`config.mk`:
```
export PLATFORM = sky130hd
export DESIGN_NAME = serial_pattern_gen
export DESIGN_NICKNAME = d
export VERILOG_FILES = /design/src/rtl/serial_pattern_gen.sv
export SDC_FILE = /design/constraint.sdc
export NUM_CORES = 1
export LEC_CHECK = 0
export CORE_MARGIN = 2
export CORE_UTILIZATION = 61
export DETAILED_ROUTE_END_ITERATION = 12
export GPL_ROUTABILITY_DRIVEN = 1
export PLACE_DENSITY = 0.86
export SKIP_CTS_REPAIR_TIMING = 1
export SYNTH_ARGS = -nofsm -noshare
export SYNTH_HDL_FRONTEND = slang
export SYNTH_SLANG_ARGS = --single-unit
```
`constraint.sdc`:
```
create_clock -name clk -period 4.8 [get_ports clk]
set_input_delay 0.72 -clock clk [delete_from_list [all_inputs] [get_ports clk]]
set_output_delay 0.72 -clock clk [all_outputs]
set_load 0.1 [all_outputs]
```
`src/rtl/serial_pattern_gen.sv`:
```
// Serial pattern transmitter: shifts a loaded word out MSB-first with start/busy/done
// handshake and keeps a golden count of overlapping "00" pairs on the serial line.
module serial_pattern_gen #(
    parameter int unsigned WIDTH = 64,
    parameter int unsigned LEN_W = 7,
    parameter int unsigned CNT_W = 8
) (
    input  logic             clk,
    input  logic             resetn,
    input  logic             start,
    input  logic             stop,
    input  logic             rpt,
    input  logic [WIDTH-1:0] data,
    input  logic [LEN_W-1:0] len,
    output logic             out,
    output logic             valid,
    output logic             busy,
    output logic             done,
    output logic [CNT_W-1:0] exp_cnt
);

    typedef enum logic [1:0] {StIdle, StShift, StDone} state_e;

    localparam logic [LEN_W-1:0] WidthL = LEN_W'(WIDTH);

    state_e             state_q, state_d;
    logic [WIDTH-1:0]   shift_q, shift_d;
    logic [WIDTH-1:0]   copy_q, copy_d;
    logic [LEN_W-1:0]   bit_cnt_q, bit_cnt_d;
    logic [LEN_W-1:0]   len_q, len_d;
    logic               rpt_q, rpt_d;
    logic               out_q, out_d;
    logic               valid_q, valid_d;
    logic               done_q, done_d;
    logic [CNT_W-1:0]   exp_cnt_q, exp_cnt_d;

    logic               drive_bit;
    logic               new_bit;

    always_comb begin
        state_d   = state_q;
        shift_d   = shift_q;
        copy_d    = copy_q;
        bit_cnt_d = bit_cnt_q;
        len_d     = len_q;
        rpt_d     = rpt_q;
        out_d     = out_q;
        valid_d   = valid_q;
        done_d    = 1'b0;
        exp_cnt_d = exp_cnt_q;
        drive_bit = 1'b0;
        new_bit   = 1'b0;

        unique case (state_q)
            StIdle: begin
                if (start && !stop) begin
                    shift_d   = data << 1;
                    copy_d    = data;
                    len_d     = (len == '0 || len > WidthL) ? WidthL : len;
                    rpt_d     = rpt;
                    out_d     = data[WIDTH-1];
                    valid_d   = 1'b1;
                    bit_cnt_d = LEN_W'(1);
                    exp_cnt_d = '0;
                    state_d   = StShift;
                end
            end
            StShift: begin
                if (stop) begin
                    state_d = StIdle;
                    out_d   = 1'b0;
                    valid_d = 1'b0;
                end else if (bit_cnt_q == len_q) begin
                    if (rpt_q) begin
                        // Reload on the same edge so the repeated stream has no gap.
                        drive_bit = 1'b1;
                        new_bit   = copy_q[WIDTH-1];
                        shift_d   = copy_q << 1;
                        bit_cnt_d = LEN_W'(1);
                    end else begin
                        state_d = StDone;
                        out_d   = 1'b0;
                        valid_d = 1'b0;
                        done_d  = 1'b1;
                    end
                end else begin
                    drive_bit = 1'b1;
                    new_bit   = shift_q[WIDTH-1];
                    shift_d   = shift_q << 1;
                    bit_cnt_d = bit_cnt_q + LEN_W'(1);
                end
            end
            StDone: begin
                state_d = StIdle;
            end
            default: begin
                state_d = StIdle;
            end
        endcase

        if (drive_bit) begin
            out_d = new_bit;
            if (!out_q && valid_q && !new_bit && exp_cnt_q != '1) begin
                exp_cnt_d = exp_cnt_q + CNT_W'(1);
            end
        end
    end

    always_ff @(posedge clk or negedge resetn) begin
        if (!resetn) begin
            state_q   <= StIdle;
            shift_q   <= '0;
            copy_q    <= '0;
            bit_cnt_q <= '0;
            len_q     <= '0;
            rpt_q     <= 1'b0;
            out_q     <= 1'b0;
            valid_q   <= 1'b0;
            done_q    <= 1'b0;
            exp_cnt_q <= '0;
        end else begin
            state_q   <= state_d;
            shift_q   <= shift_d;
            copy_q    <= copy_d;
            bit_cnt_q <= bit_cnt_d;
            len_q     <= len_d;
            rpt_q     <= rpt_d;
            out_q     <= out_d;
            valid_q   <= valid_d;
            done_q    <= done_d;
            exp_cnt_q <= exp_cnt_d;
        end
    end

    assign out     = out_q;
    assign valid   = valid_q;
    assign busy    = (state_q != StIdle);
    assign done    = done_q;
    assign exp_cnt = exp_cnt_q;

endmodule
```
==> reports/results.tsv <==
metric	value	unit
status	finished clean	
Nets	996	
synth top area cells	dfrtp_1 (50%), nand2_1 (11%), a211oi_1 (5.9%)	
Worst setup EP type	register	
Worst-path clk slew	0.06	ns
Distinct cells, synth	55	
Post-Syn Nets	952	
post-detailed-route wirelength per cell	18.1	um
leading area contributor after synthesis	dfrtp_1	
drc violations	0	
I/O Pins	88	
Hold WC Path Type	primary input to async pin	
routability cong.	0.831	
Synth Cell Area	7750	um^2
post-synthesis register bit count	155	
largest net degree at the start of global routing	76	
maxcap violations	0	
Critical Path Start Type	register	
Total Routing Usage GR	0.308	
die area	13600	um^2
Async S/R FF share, synth	1.00	
Synth top area share	0.500	
critical path class	register to register	
worst path arrival time	3.29	ns
setup TNS	0	ns
drt pass-1 iters	5	
worst vdd ir	325	uV
Post-Syn Instances	874	
Core Rows	41	
post-synthesis sequential area ratio	0.500	
Starting Density	0.620	
H-tree Lvls	4	
Final Util	0.736	
CP startpoint	bit_cnt_q[4]	
post-synthesis area per instance	8.87	um^2
fmax	332	MHz
ANT nets after route	0	
Vias	6882	
RSZ-0062 raised after global routing	false	
worst-margin pin slew	1.09	ns
pwr dens	441	nW/um^2
Leakage	4.26	nW
final hold violation count	0	
CTS Sinks	155	
CTS tree	done	
DR vias/cell	6.24	
Tcrit/Tclk final	0.627	
Area Overhead vs Synth	18.8	%
DRT iter0 DRCs	750	
Max Buffers Root-to-Sink	2	
hpwl dp	11200	um
first-pass GRT wire length	32600	um
Die Y	117	um
total wire length	19900	um
Worst slew margin	0.269	
Post-synth top flop	dfrtp_1	
Clk Tree Root Cell	clkbuf_16	
EDFF count, synth	0	
share of cells above drive strength 1	0.0795	
CTS buffer count	17	
Final setup viols	0	
R2R Setup Slk	1.79	ns
fill cell count	937	
Port Buf Inserts	87	
Final Max Tran Viols	0	
latest clock arrival within the worst-skew pair	0.43	ns
worst path required time	5.09	ns
CP max FO	46	
most frequent cells in the layout	nand2_1 (221), dfrtp_1 (155), clkdlybuf4s50_1 (86)	
R2R cell count	7	
antenna violations before repair	0	
reg2reg end	shift_q[51]	
Core Region	12500	um^2
CP endpoint	shift_q[51]	
Tmin final	3.01	ns
r2r startpoint	bit_cnt_q[4]	
total gr overflow	0	
most common cell after layout, fill and taps aside	nand2_1	
YS warnings	0	
number of global-route vias before repair	6591	
Clock Skews	0.00478	ns
die width	117	um
Ant. Diodes	0	
cell type report:
cell class,instances,area [um^2],area share
timing repair buffer,100,970,0.105
clock buffer,25,515,0.0559
clock inverter,7,85.1,0.00923
inverter,6,22.5,0.00244
multi-input combinational,638,3530,0.383
sequential,155,3880,0.421
tap,172,215,0.0234
stage by stage:
step / instance area, um^2 / setup slack [ns] / hold slack [ns] / power, mW / cells
after floorplan: 7750 / 2.16 / 0.424 / 2.40 / 874
after global placement: 8620 / 1.87 / 0.449 / 2.66 / 1071
after detailed placement: 8620 / 1.83 / 0.454 / 2.70 / 1071
after CTS: 9220 / 1.85 / 0.346 / 4.06 / 1103
after global routing: 9220 / 1.63 / 0.373 / 4.25 / 1103
final: 9220 / 1.79 / 0.314 / 4.06 / 1103
cells in the mapped netlist, drive strengths merged (2+ instances only):
| library cell | number |
|---|---|
| a22o | 2 |
| nand2b | 2 |
| or2 | 4 |
| nand3 | 7 |
| nand2 | 222 |
| nand3b | 6 |
| nor4 | 2 |
| dfrtp | 155 |
| nor3 | 5 |
| a211oi | 66 |
| nand4 | 4 |
| a311oi | 2 |
| clkbuf | 52 |
| ha | 2 |
| o31ai | 63 |
| o21ai | 75 |
| nor2b | 2 |
| a221o | 4 |
| buf | 23 |
| and3 | 65 |
| inv | 6 |
| a21oi | 6 |
| nor2 | 74 |
| xnor2 | 7 |
cells by family after synthesis:
| group | count (synthesis) | share of synthesized area |
|---|---|---|
| DFF | 155 | 0.500 |
| adders and majority gates | 2 | 0.00323 |
| buffers and inverters | 81 | 0.0486 |
| AOI/OAI and AO/OA | 227 | 0.204 |
| muxes | 2 | 0.00274 |
| and+or+nand+nor | 399 | 0.232 |
| xor gates and xnor gates | 8 | 0.00904 |
where the power goes:
group | switching (mW) | total (mW) | internal (mW)
sequential | 0.155 | 1.73 | 1.57
combinational | 0.635 | 0.975 | 0.340
clock | 0.515 | 1.36 | 0.844
total | 1.31 | 4.06 | 2.76
layer usage:
metal  vias to the layer above  wire length, um  GRT usage
met5                         -                0          0
met1                      3388             8420      0.429
met3                        39             1370     0.0555
li1                       3161                -          -
met4                         0              446      0.136
met2                       294             9680      0.478
state kept, by name, summed over array words and instances, names as in the netlist:
| name | flops |
|---|---|
| shift_q | 63 |
| len_q | 7 |
| bit_cnt_q | 7 |
| out | 1 |
| exp_cnt | 8 |
| done | 1 |
| state_q | 2 |
| valid | 1 |
| copy_q | 64 |
| rpt_q | 1 |
worst max-delay path, cell delays in order, from the launching register on:
cell and delay, ns:
dfrtp_1 0.44, xnor2_1 0.28, and4_2 0.75, buf_4 0.47, nand2_2 0.09, buf_4 0.33, a211oi_1 0.38, o31ai_2 0.10
worst min-delay path by stage:
stage | end | cells after the start | slack [ns] | startpoint
floorplan | bit_cnt_q[0] | 0 | 0.42 | resetn
global placement | copy_q[46] | 2 | 0.45 | copy_q[46]
detailed placement | copy_q[51] | 2 | 0.45 | copy_q[51]
CTS | exp_cnt[3] | 1 | 0.35 | resetn
global route | exp_cnt[5] | 1 | 0.37 | resetn
finish | exp_cnt[3] | 1 | 0.31 | resetn
Power figures use the tool's default switching activity.
==> patch: new RTL, same settings <==
Change the parameter `LEN_W` from 7 to 14.
--- a/src/rtl/serial_pattern_gen.sv
+++ b/src/rtl/serial_pattern_gen.sv
@@ -3,5 +3,5 @@
 module serial_pattern_gen #(
     parameter int unsigned WIDTH = 64,
-    parameter int unsigned LEN_W = 7,
+    parameter int unsigned LEN_W = 14,
     parameter int unsigned CNT_W = 8
 ) (
Interface: changed (resized len); port bits go from 88 to 95. The function was not compared with the original's and may differ.
==> patch against the original RTL <==
Power shrank 6.1%; die area grew 1.9%; final area grew 3.8%; routed wire length shrank 9.9%; count of clock-buffer cells in the layout shrank 4; worst setup slack lost 240 ps; sequential cell count grew 14; clock power grew 12%; core utilization grew 2.2 points; final cell count shrank 5.0%; synthesized area grew 2.0%; critical path depth is the same; first-iteration DRC count shrank 22%; largest cell class unchanged; largest power group unchanged.
==> patch: results (changes against the original RTL) <==
#MultiIn Comb 494 (was 638); master of the slowest instance on the critical path sky130_fd_sc_hd__buf_4 (was sky130_fd_sc_hd__and4_2); share of the final layout cell area in multi-input gates 32.9% (was 38.3%); leakage power 4.38 nW (was 4.26 nW); maximum number of pins on one net before global-route repair 106 (was 76); GR Util met1 35.9% (was 42.9%); via count of the first global-routing pass 6329 (was 6591); fraction of the yosys area taken by sequential cells 53.5% (was 50.0%); post-layout net count 948 (was 996); total length of routed met2 wires 9040 um (was 9680 um); number of inserted filler cells in the final layout 852 (was 937); number of different library cells in the post-synthesis netlist 47 (was 55); fraction of the mapped netlist area in adder cells 0.316% (was 0.323%); top cells by area, synth sky130_fd_sc_hd__dfrtp_1, sky130_fd_sc_hd__mux2i_1, sky130_fd_sc_hd__nand2_1, sky130_fd_sc_hd__o221ai_1, sky130_fd_sc_hd__inv_1 (was sky130_fd_sc_hd__dfrtp_1, sky130_fd_sc_hd__nand2_1, sky130_fd_sc_hd__a211oi_1, sky130_fd_sc_hd__o31ai_1, sky130_fd_sc_hd__and3_1); routed metal-1 wire length 7750 um (was 8420 um); first-iteration detailed-routing DRC count 586 (was 750); run status complete, no violations (unchanged); most frequent cells after synthesis sky130_fd_sc_hd__nand2_1, sky130_fd_sc_hd__dfrtp_1, sky130_fd_sc_hd__mux2i_1 (was sky130_fd_sc_hd__nand2_1, sky130_fd_sc_hd__dfrtp_1, sky130_fd_sc_hd__nor2_1); total of buffers placed on input and output ports 94 (was 87); area fraction in compound gates after synthesis 10.6% (was 20.4%); headroom to the max-slew limit 34.0% (was 26.9%); proportion of layout cells with a drive suffix above 1 6.28% (was 7.95%); WL met3 879 um (was 1370 um); post-detail-place hpwl 11400 um (was 11200 um); non-clock buffer count in the final layout 106 (was 100); seq_cells 169 (was 155); Via-to-Cell Ratio 5.85 (was 6.24); proportion of synthesized area in mux cells 11.3% (was 0.274%); Data arrival, critical path 3520 ps (was 3290 ps); gate family responsible for the most delay along the worst path buffers and inverters (was simple AND/OR/NAND/NOR gates); met2 Use GR 43.9% (was 47.8%); non-clock buffer contribution to total cell area 10.8% (was 10.5%); flip-flop and latch area 4230 um2 (was 3880 um2); number of ordinary inverters in the final layout 75 (was 6); delay contributed by the slowest stage of the critical path 680 ps (was 750 ps); Reg2Reg Launch Point bit_cnt_q[9] (was bit_cnt_q[4]); global-route wire length before repair 30200 um (was 32600 um); weighted congestion at the end of routability-driven global placement 0.838 (was 0.831); syn nets 870 (was 952)
-- patch: cell count changes in the layout (fill, tap and decap cells not counted), sizes merged, moves of 9 or more --
| cell | delta |
|---|---|
| o21ai | -72 |
| dfrtp | +14 |
| nand3 | +13 |
| mux2i | +83 |
| nor2 | -58 |
| nor4 | +9 |
| nand2 | -16 |
| a211oi | -66 |
| o221ai | +62 |
| o31ai | -61 |
| a221oi | +12 |
| and3 | -61 |
| xor2 | +13 |
| inv | +70 |
-- patch: stage by stage --
step	instance area [um2]	power, mW	worst slack (ps)	cells
finish	9570	3.82	1550	1048
CTS	9570	3.82	1610	1048
floorplan	7910	2.09	2390	785
detailed placement	8900	2.31	1610	1016
global placement	8900	2.26	1670	1016
global route	9570	3.97	1380	1048
-- patch: cells by family after synthesis --
family                     count (synthesis)
DFF                                      169
xor gates and xnor gates                  15
AOI/OAI and AO/OA                         99
muxes                                     89
buffers and inverters                    122
adders and majority gates                  2
and+or+nand+nor                          289
-- patch: power by group through the flow --
stage | combinational [mW] | sequential, mW | clock [mW]
2_1_floorplan | 0.317 | 1.77 | 0
3_3_place_gp | 0.513 | 1.75 | 0
3_5_place_dp | 0.545 | 1.76 | 0
4_1_cts | 0.554 | 1.74 | 1.52
5_1_grt | 0.611 | 1.77 | 1.59
6_report | 0.550 | 1.75 | 1.52
-- patch: worst paths after layout --
kind                          endpoint  slack, ps
min                         exp_cnt[0]        400
max in group asynchronous  shift_q[17]       3360
min reg2reg                 copy_q[33]        480
min in group clk            copy_q[33]        480
max reg2reg                 shift_q[9]       1550
max                         shift_q[9]       1550
